`src/rtl/pci_pkg.sv`:
```
// Shared definitions for the PCI bus arbiter and the device-side blocks:
// arbiter state encoding and the active-low signal levels used on the bus.
package pci_pkg;

    // Width of the arbiter state encoding.
    localparam int STATE_W = 2;

    // Arbiter phases: waiting for requests, granted but no frame yet,
    // transaction in flight, and the one-cycle bus turnaround.
    typedef enum logic [STATE_W-1:0] {
        IDLE  = 2'd0,
        GRANT = 2'd1,
        BUSY  = 2'd2,
        TURN  = 2'd3
    } arb_state_t;

    // PCI control signals are active low.
    localparam logic ASSERTED   = 1'b0;
    localparam logic DEASSERTED = 1'b1;

    // True when an active-low control line is driven to its active level.
    function automatic logic is_asserted(input logic sig);
        return sig == ASSERTED;
    endfunction

endpackage

```
`src/rtl/rr_picker.sv`:
```
// Round-robin winner search over active-low request lines. The search starts
// at the device after the last winner and wraps, so the last winner has the
// lowest priority.
module rr_picker
    import pci_pkg::*;
#(
    parameter int NUM_DEV = 4,
    parameter int IDX_W   = $clog2(NUM_DEV)
) (
    input  logic [NUM_DEV-1:0] req_vec,
    input  logic [IDX_W-1:0]   last,
    output logic [IDX_W-1:0]   win_idx,
    output logic               win_valid
);

    // Walk the devices from last+1 upward, taking the first active request.
    always_comb begin
        int cand;
        // NOTE: every output gets a default before the search so that no path
        // through the loop leaves it unassigned, which would infer a latch.
        win_idx   = last;
        win_valid = 1'b0;
        cand      = 0;
        for (int off = 1; off <= NUM_DEV; off++) begin
            cand = int'(last) + off;
            if (cand >= NUM_DEV) begin
                cand = cand - NUM_DEV;
            end
            if (!win_valid && is_asserted(req_vec[cand[IDX_W-1:0]])) begin
                win_valid = 1'b1;
                win_idx   = cand[IDX_W-1:0];
            end
        end
    end

endmodule

```
`src/rtl/pci_arbiter.sv`:
```
// Central PCI bus arbiter: round-robin grant among NUM_DEV devices, grant
// timeout when the winner never starts a frame, release on request removal,
// and a single turnaround cycle between bus owners.
module pci_arbiter
    import pci_pkg::*;
#(
    parameter int NUM_DEV     = 4,
    parameter int GNT_TIMEOUT = 16
) (
    input  logic                       clk,
    input  logic                       rst_n,
    input  logic [NUM_DEV-1:0]         request,
    input  logic                       iframe,
    input  logic                       iready,
    output logic [NUM_DEV-1:0]         grant,
    output logic [$clog2(NUM_DEV)-1:0] owner,
    output logic                       bus_idle
);

    localparam int OWN_W = $clog2(NUM_DEV);
    localparam int TMR_W = $clog2(GNT_TIMEOUT + 1);

    // Device 0 wins first after reset because the search starts at owner+1.
    localparam logic [OWN_W-1:0]   OWNER_RST  = OWN_W'(NUM_DEV - 1);
    localparam logic [TMR_W-1:0]   TMR_LOAD   = TMR_W'(GNT_TIMEOUT);
    localparam logic [TMR_W-1:0]   TMR_LAST   = TMR_W'(1);
    localparam logic [NUM_DEV-1:0] GRANT_NONE = {NUM_DEV{DEASSERTED}};

    arb_state_t         state;
    logic [TMR_W-1:0]   timer;

    logic [OWN_W-1:0]   win_idx;
    logic               win_valid;
    logic [NUM_DEV-1:0] win_grant;
    logic               owner_req;
    logic               frame_start;
    logic               bus_quiet;

    rr_picker #(
        .NUM_DEV (NUM_DEV),
        .IDX_W   (OWN_W)
    ) u_picker (
        .req_vec   (request),
        .last      (owner),
        .win_idx   (win_idx),
        .win_valid (win_valid)
    );

    // Decode the winner into a grant vector and qualify the bus conditions.
    always_comb begin
        win_grant          = GRANT_NONE;
        win_grant[win_idx] = ASSERTED;
        owner_req          = is_asserted(request[owner]);
        frame_start        = is_asserted(iframe);
        bus_quiet          = (iframe == DEASSERTED) && (iready == DEASSERTED);
    end

    // Arbitration FSM; grant, owner and bus_idle are all registered here.
    always_ff @(posedge clk or negedge rst_n) begin
        if (!rst_n) begin
            state    <= IDLE;
            grant    <= GRANT_NONE;
            owner    <= OWNER_RST;
            bus_idle <= 1'b1;
            timer    <= TMR_LOAD;
        end else begin
            // NOTE: non-blocking assignments so every branch reads the state
            // as it was before this edge, matching real flip-flop behaviour.
            case (state)
                IDLE: begin
                    if (win_valid) begin
                        grant    <= win_grant;
                        owner    <= win_idx;
                        bus_idle <= 1'b0;
                        timer    <= TMR_LOAD;
                        state    <= GRANT;
                    end
                end

                GRANT: begin
                    if (frame_start) begin
                        // A started frame wins over withdrawal and timeout.
                        timer <= TMR_LOAD;
                        state <= BUSY;
                    end else if (!owner_req) begin
                        grant <= GRANT_NONE;
                        timer <= TMR_LOAD;
                        state <= TURN;
                    end else if (timer == TMR_LAST) begin
                        // Counter reaches zero on this edge: give the bus up.
                        grant <= GRANT_NONE;
                        timer <= TMR_LOAD;
                        state <= TURN;
                    end else begin
                        timer <= timer - TMR_LAST;
                    end
                end

                BUSY: begin
                    if (bus_quiet) begin
                        grant <= GRANT_NONE;
                        state <= TURN;
                    end else if (!owner_req) begin
                        // Grant drops early but the current frame must drain.
                        grant <= GRANT_NONE;
                    end
                end

                TURN: begin
                    grant    <= GRANT_NONE;
                    bus_idle <= 1'b1;
                    state    <= IDLE;
                end

                default: begin
                    grant    <= GRANT_NONE;
                    bus_idle <= 1'b1;
                    state    <= IDLE;
                end
            endcase
        end
    end

endmodule

```
`config.mk`:
```
export PLATFORM = sky130hd
export DESIGN_NAME = pci_arbiter
export DESIGN_NICKNAME = d
export VERILOG_FILES = /design/src/rtl/pci_pkg.sv /design/src/rtl/rr_picker.sv /design/src/rtl/pci_arbiter.sv
export SDC_FILE = /design/constraint.sdc
export NUM_CORES = 1
export LEC_CHECK = 0
export ABC_AREA = 1
export CORE_ASPECT_RATIO = 0.75
export CORE_MARGIN = 1.5
export CORE_UTILIZATION = 45
export CTS_CLUSTER_DIAMETER = 30
export DETAILED_ROUTE_END_ITERATION = 7
export MAX_ROUTING_LAYER = met4
export PLACE_DENSITY = 0.72
export REMOVE_ABC_BUFFERS = 1
export SLEW_MARGIN = 0
export SYNTH_ARGS = -nofsm -noshare
export SYNTH_HDL_FRONTEND = slang
export SYNTH_HIERARCHICAL = 1
export SYNTH_SLANG_ARGS = --single-unit
```
`constraint.sdc`:
```
create_clock -name clk -period 2.1 [get_ports clk]
set_input_delay 0.315 -clock clk [delete_from_list [all_inputs] [get_ports clk]]
set_output_delay 0.315 -clock clk [all_outputs]
set_load 0.02 [all_outputs]
```
==> results.json, run 1 <==
{
  "status": "completed",
  "fin_skew_ns": 0.00590,
  "cts.clk_slew.worst_paths_ns": 0.08,
  "arrival_ns": 1.63,
  "mostFrequentLayoutCell": "nand2_1",
  "drcViolationCount": 0,
  "wl_per_cell_um": 11.1,
  "cts_root_buf": "clkbuf_4",
  "grt.overflow.total": 0,
  "drive_gt1_share_pct": 24.3,
  "worstSkewPairLatency_ns": 0.28,
  "hpwl_um": 1860,
  "critical_path_peak_fanout": 6,
  "slew_viol_final": 0,
  "worst_slew_pin_slew_ns": 0.606,
  "start_util_pct": 48.4,
  "criticalPathCategory": "reg -> out",
  "ir_worst_vdd_mv": 0.933,
  "ys_async_sr_fraction_pct": 100,
  "die_w_um": 61.0,
  "via_per_inst": 4.88,
  "ys.warnings.count": 6,
  "netlist-cell-type-count": 25,
  "via_count": 1029,
  "grt_pass1_vias": 870,
  "yosys_most_used_dff": "dfstp_2",
  "ys_seq_area_share_pct": 31.7,
  "grt_usage_pct": 19.3,
  "htree_num_levels": 1,
  "synthCells": 154,
  "rr_endpoint": "timer[2]",
  "antenna_cells": 0,
  "min-delay-path-class": "in -> async",
  "fill_cells": 210,
  "use_met3_pct": 7.58,
  "cts-hold-fix-buffers": 0,
  "pre_cts_slack_ns": -0.0172,
  "ant_nets": 0,
  "switching_share_pct": 49.8,
  "gp_congestion": 0.880,
  "synth_area_per_cell_um2": 7.38,
  "r2r_slack_ns": 0.22,
  "syn_to_final_growth_pct": 22.5,
  "met1_usage_pct": 26.1,
  "core-area_um2": 2350,
  "cp.required_ns": 1.78,
  "gr-usage-met2_pct": 26.4,
  "numPortBuffers": 14,
  "worst_slack_ns": 0.155,
  "endpoint_kind": "output pin",
  "top_usage_layer": "met2",
  "clock-sinks": 14,
  "finalCritPeriodShare_pct": 92.6,
  "intPower_w": 0.00124,
  "rows": 15,
  "multi_input_area_um2": 672,
  "final_cell_mix": "nand2_1 (44), nand3_1 (20), inv_1 (18)",
  "rr_worst_depth": 13,
  "grt_max_degree": 15,
  "routed_wl_um": 2350,
  "fmax_ghz": 0.514,
  "startpoint_type": "register",
  "cts_tree": "yes",
  "p_sw_w": 0.00123,
  "p_comb_share_pct": 70.2,
  "syn_area_um2": 1140,
  "leakage_nw": 0.720,
  "total_power_w": 0.00247,
  "clockBufferDepth": 2,
  "finalCriticalPeriod_ns": 1.95,
  "pin_count": 15,
  "synth_edf_count": 0,
  "nets": 193,
  "firstDrtPassIters": 4,
  "maxCapViolCount": 0,
  "relSlewSlack_pct": 59.5,
  "reg2reg_from": "owner[0]",
  "clock_power_share_pct": 7.8,
  "drt_iter0_drc": 38,
  "antenna_found_initial": 0,
  "area.sequential_um2": 360,
  "powerDensity_nw_per_um2": 1780,
  "die_h_um": 46.5,
  "die_area_um2": 2840,
  "setup_viol": 0,
  "synth_seq_cells": 14,
  "grt_pass1_wl_um": 3840,
  "power_frac_seq_pct": 22.0,
  "cts_buffers": 3,
  "finalHoldViolCount": 0
}
[critical path: stages (launching register included)]
cell and delay (ns):
dfstp_2 0.55, clkbuf_4 0.18, clkdlybuf4s50_1 0.61
[synthesized netlist by cell type, drive strengths merged, types with 2 or more instances]
library cell | n | area share, %
dfstp | 8 | 19
a21oi | 2 | 0.88
nand4 | 6 | 3.3
ha | 7 | 7.7
dfrtp | 6 | 13
nand3 | 24 | 12
o21ai | 8 | 4.5
nand2 | 57 | 24
inv | 24 | 8.4
xor2 | 2 | 1.5
nor2 | 3 | 0.99
[final cells by class]
cell class	instances	share of cell area (%)
multi-input combinational	115	48.3
sequential	14	25.9
timing repair buffer	20	13.3
inverter	24	6.83
tap	34	3.06
clock buffer	4	2.61
[metrics by stage]
stage               hold WS [ns]  setup TNS [ns]  util [%]  area (um2)  cells
global route               0.440        -0.00657      59.3        1390    211
finish                     0.407               0      59.3        1390    211
CTS                        0.425               0      58.2        1370    208
detailed placement         0.455         -0.0519      56.7        1330    204
global placement           0.452               0      56.7        1330    204
floorplan                 0.0194               0         -        1120    153
[per-layer routing]
layer / part of all wire (%) / wire length (um)
met1: 51 / 1210
met2: 42 / 997
met3: 5.4 / 126
met4: 0.60 / 14
met5: 0 / 0
[how the worst max path moves through the flow]
stage,from,end,slack [ns],depth (start not counted)
after floorplan,owner[0],timer[2],0.19,12
after global placement,request[3],grant[0],0.04,15
after detailed placement,request[2],grant[0],-0.02,15
after CTS,owner[0],grant[0],0.05,15
after global routing,owner[0],grant[3],-0.007,15
final,owner[0],owner[0],0.15,2
[power groups by stage]
stage | Sequential [W] | Combinational [W] | Clock, W
3_3_place_gp | 0.000576 | 0.00161 | 0
6_report | 0.000545 | 0.00173 | 0.000192
4_1_cts | 0.000577 | 0.00166 | 0.000198
2_1_floorplan | 0.000646 | 0.00116 | 0
3_5_place_dp | 0.000581 | 0.00165 | 0
5_1_grt | 0.000565 | 0.00196 | 0.000208
[state kept, by name, summed over array words and instances, names as in the netlist]
name	flops
state	2
owner	2
timer	5
grant	4
bus_idle	1
[cell families (layout without fill, tap and decap cells)]
logic type	Yosys count	after routing	synth area share [%]
adder cells (fa/ha/maj)	7	7	7.71
AO/OA/AOI/OAI	14	14	8.15
AND/OR/NAND/NOR	92	92	41.5
flip-flops	14	14	31.7
XOR/XNOR	2	2	1.54
buffers and inverters	25	48	9.36
[what timing repair did]
action | in CTS | in global routing
gates resized for setup | 0 | 4
setup buffers | 0 | 3
setup endpoints to repair | 0 | 8
(Power assumes the default switching activity.)
==> run 2, diff against run 1 <==
--- a/config.mk
+++ b/config.mk
@@ -11,6 +11,7 @@
 export CORE_UTILIZATION = 45
 export CTS_CLUSTER_DIAMETER = 30
 export DETAILED_ROUTE_END_ITERATION = 7
+export GPL_ROUTABILITY_DRIVEN = 0
 export MAX_ROUTING_LAYER = met4
 export PLACE_DENSITY = 0.72
 export REMOVE_ABC_BUFFERS = 1
==> results of run 2 <==
Same layout as run 1: the final DEF is identical, and so are final timing and power.
==> run 3, diff against run 2 <==
--- a/config.mk
+++ b/config.mk
@@ -8,12 +8,12 @@
 export ABC_AREA = 1
 export CORE_ASPECT_RATIO = 0.75
 export CORE_MARGIN = 1.5
-export CORE_UTILIZATION = 45
+export CORE_UTILIZATION = 35
 export CTS_CLUSTER_DIAMETER = 30
 export DETAILED_ROUTE_END_ITERATION = 7
 export GPL_ROUTABILITY_DRIVEN = 0
 export MAX_ROUTING_LAYER = met4
-export PLACE_DENSITY = 0.72
+export PLACE_DENSITY = 0.6
 export REMOVE_ABC_BUFFERS = 1
 export SLEW_MARGIN = 0
 export SYNTH_ARGS = -nofsm -noshare
==> results.json, run 3 (synthesized netlist as in run 1, its figures left out) <==
{
  "status": "completed",
  "criticalPathCategory": "reg -> out",
  "ir_worst_vdd_mv": 0.754,
  "min-delay-path-class": "reg -> reg",
  "clockBufferDepth": 2,
  "arrival_ns": 1.73,
  "htree_num_levels": 1,
  "stdcell_count": 219,
  "nets": 197,
  "syn_to_final_growth_pct": 28.1,
  "drcViolationCount": 0,
  "slew_viol_final": 0,
  "top_register": "timer",
  "via_per_inst": 4.79,
  "drive_gt1_share_pct": 25.4,
  "hold_depth": 2,
  "drt_iter0_drc": 30,
  "firstDrtPassIters": 4,
  "r2r_slack_ns": 0.12,
  "die_area_um2": 3600,
  "rr_worst_depth": 14,
  "worst_slack_ns": 0.0555,
  "largest_register_ff_count": 5,
  "cp.required_ns": 1.78,
  "mostFrequentLayoutCell": "nand2_1",
  "rr_endpoint": "timer[2]",
  "pre_cts_slack_ns": -0.0163,
  "clock-sinks": 14,
  "grt_pass1_vias": 935,
  "relSlewSlack_pct": 55.1,
  "worst_slew_pin_slew_ns": 0.672,
  "reg2reg_from": "owner[0]",
  "grt.overflow.total": 0,
  "final_cell_mix": "nand2_1 (44), nand3_1 (20), inv_1 (19)",
  "critical_path_peak_fanout": 4,
  "startpoint_type": "register",
  "finalCriticalPeriod_ns": 2.04,
  "grt_max_degree": 15,
  "finalCritPeriodShare_pct": 97.4,
  "fmax_ghz": 0.489,
  "whs_ns": 0.463,
  "leakage_nw": 0.751,
  "cts_root_buf": "clkbuf_8",
  "cts.clk_slew.worst_paths_ns": 0.06,
  "hpwl_um": 1910,
  "die_w_um": 68.8,
  "grt_pass1_wl_um": 4000,
  "hold_path_end": "grant[1]",
  "core-area_um2": 3020,
  "tns_ns": 0,
  "wl_per_cell_um": 11.4,
  "top_regs": "timer x5, grant x4",
  "pin_count": 15,
  "finalHoldViolCount": 0,
  "maxCapViolCount": 0,
  "postLayoutCellArea_um2": 1460,
  "setup_viol": 0,
  "grt_usage_pct": 15.4,
  "start_util_pct": 37.6,
  "via_count": 1048,
  "dpl_cell_area_um2": 1330,
  "routed_wl_um": 2500,
  "cts_buffers": 3,
  "powerDensity_nw_per_um2": 1790,
  "antenna_cells": 0,
  "antenna_found_initial": 0,
  "rows": 17,
  "cts-hold-fix-buffers": 0,
  "fin_skew_ns": 0.00157,
  "ant_nets": 0,
  "dp_cells": 207,
  "holdCritStartpoint": "grant[1]",
  "endpoint_kind": "output pin",
  "cts_tree": "yes",
  "die_h_um": 52.3,
  "numPortBuffers": 14,
  "worstSkewPairLatency_ns": 0.25
}
-- run 3: power by group --
group	switching (W)	total (W)	leakage [nW]	internal, W
Sequential	0.000101	0.000554	0.162	0.000453
Combinational	0.00106	0.00180	0.560	0.000738
Clock	0.0000953	0.000261	0.0288	0.000166
Total	0.00125	0.00261	0.751	0.00136
-- run 3: per-layer routing --
layer | wire [um] | vias to the layer above | track usage (%)
met5 | 0 | - | -
met4 | 0 | 0 | 3.92
met3 | 128 | 0 | 5.16
met2 | 1030 | 16 | 21.3
met1 | 1340 | 472 | 21.4
li1 | - | 560 | -
-- run 3: worst max-delay path by stage --
stage	to	from	slack, ns
after global routing	timer[2]	owner[0]	-0.003
final	owner[0]	owner[0]	0.06
after CTS	grant[2]	owner[0]	0.08
after floorplan	timer[2]	owner[0]	0.19
after global placement	grant[0]	request[2]	0.01
after detailed placement	grant[2]	request[2]	-0.02
-- run 3: layout make-up --
class,count,area [um2]
clock buffers,4,55.1
fillers,307,1570
inverters,24,95.1
multi-input cells,115,672
flip-flops and latches,14,360
well taps,38,47.5
repair buffers,24,225
-- run 3: repair_timing --
item,CTS,global route
endpoints found under the setup margin,0,6
setup buffers,0,8
gates resized for setup,0,1
-- run 3: metrics by stage --
| stage | total power [W] | util [%] |
|---|---|---|
| global placement | 0.00219 | 44.0 |
| CTS | 0.00249 | 45.8 |
| global route | 0.00287 | 48.2 |
| detailed placement | 0.00222 | 44.0 |
| finish | 0.00261 | 48.2 |
| floorplan | 0.00180 | - |
-- run 3: critical path: stages (launching register included) --
cell and delay (ns):
dfstp_2 0.58, clkbuf_2 0.18, buf_4 0.14, clkdlybuf4s50_1 0.59
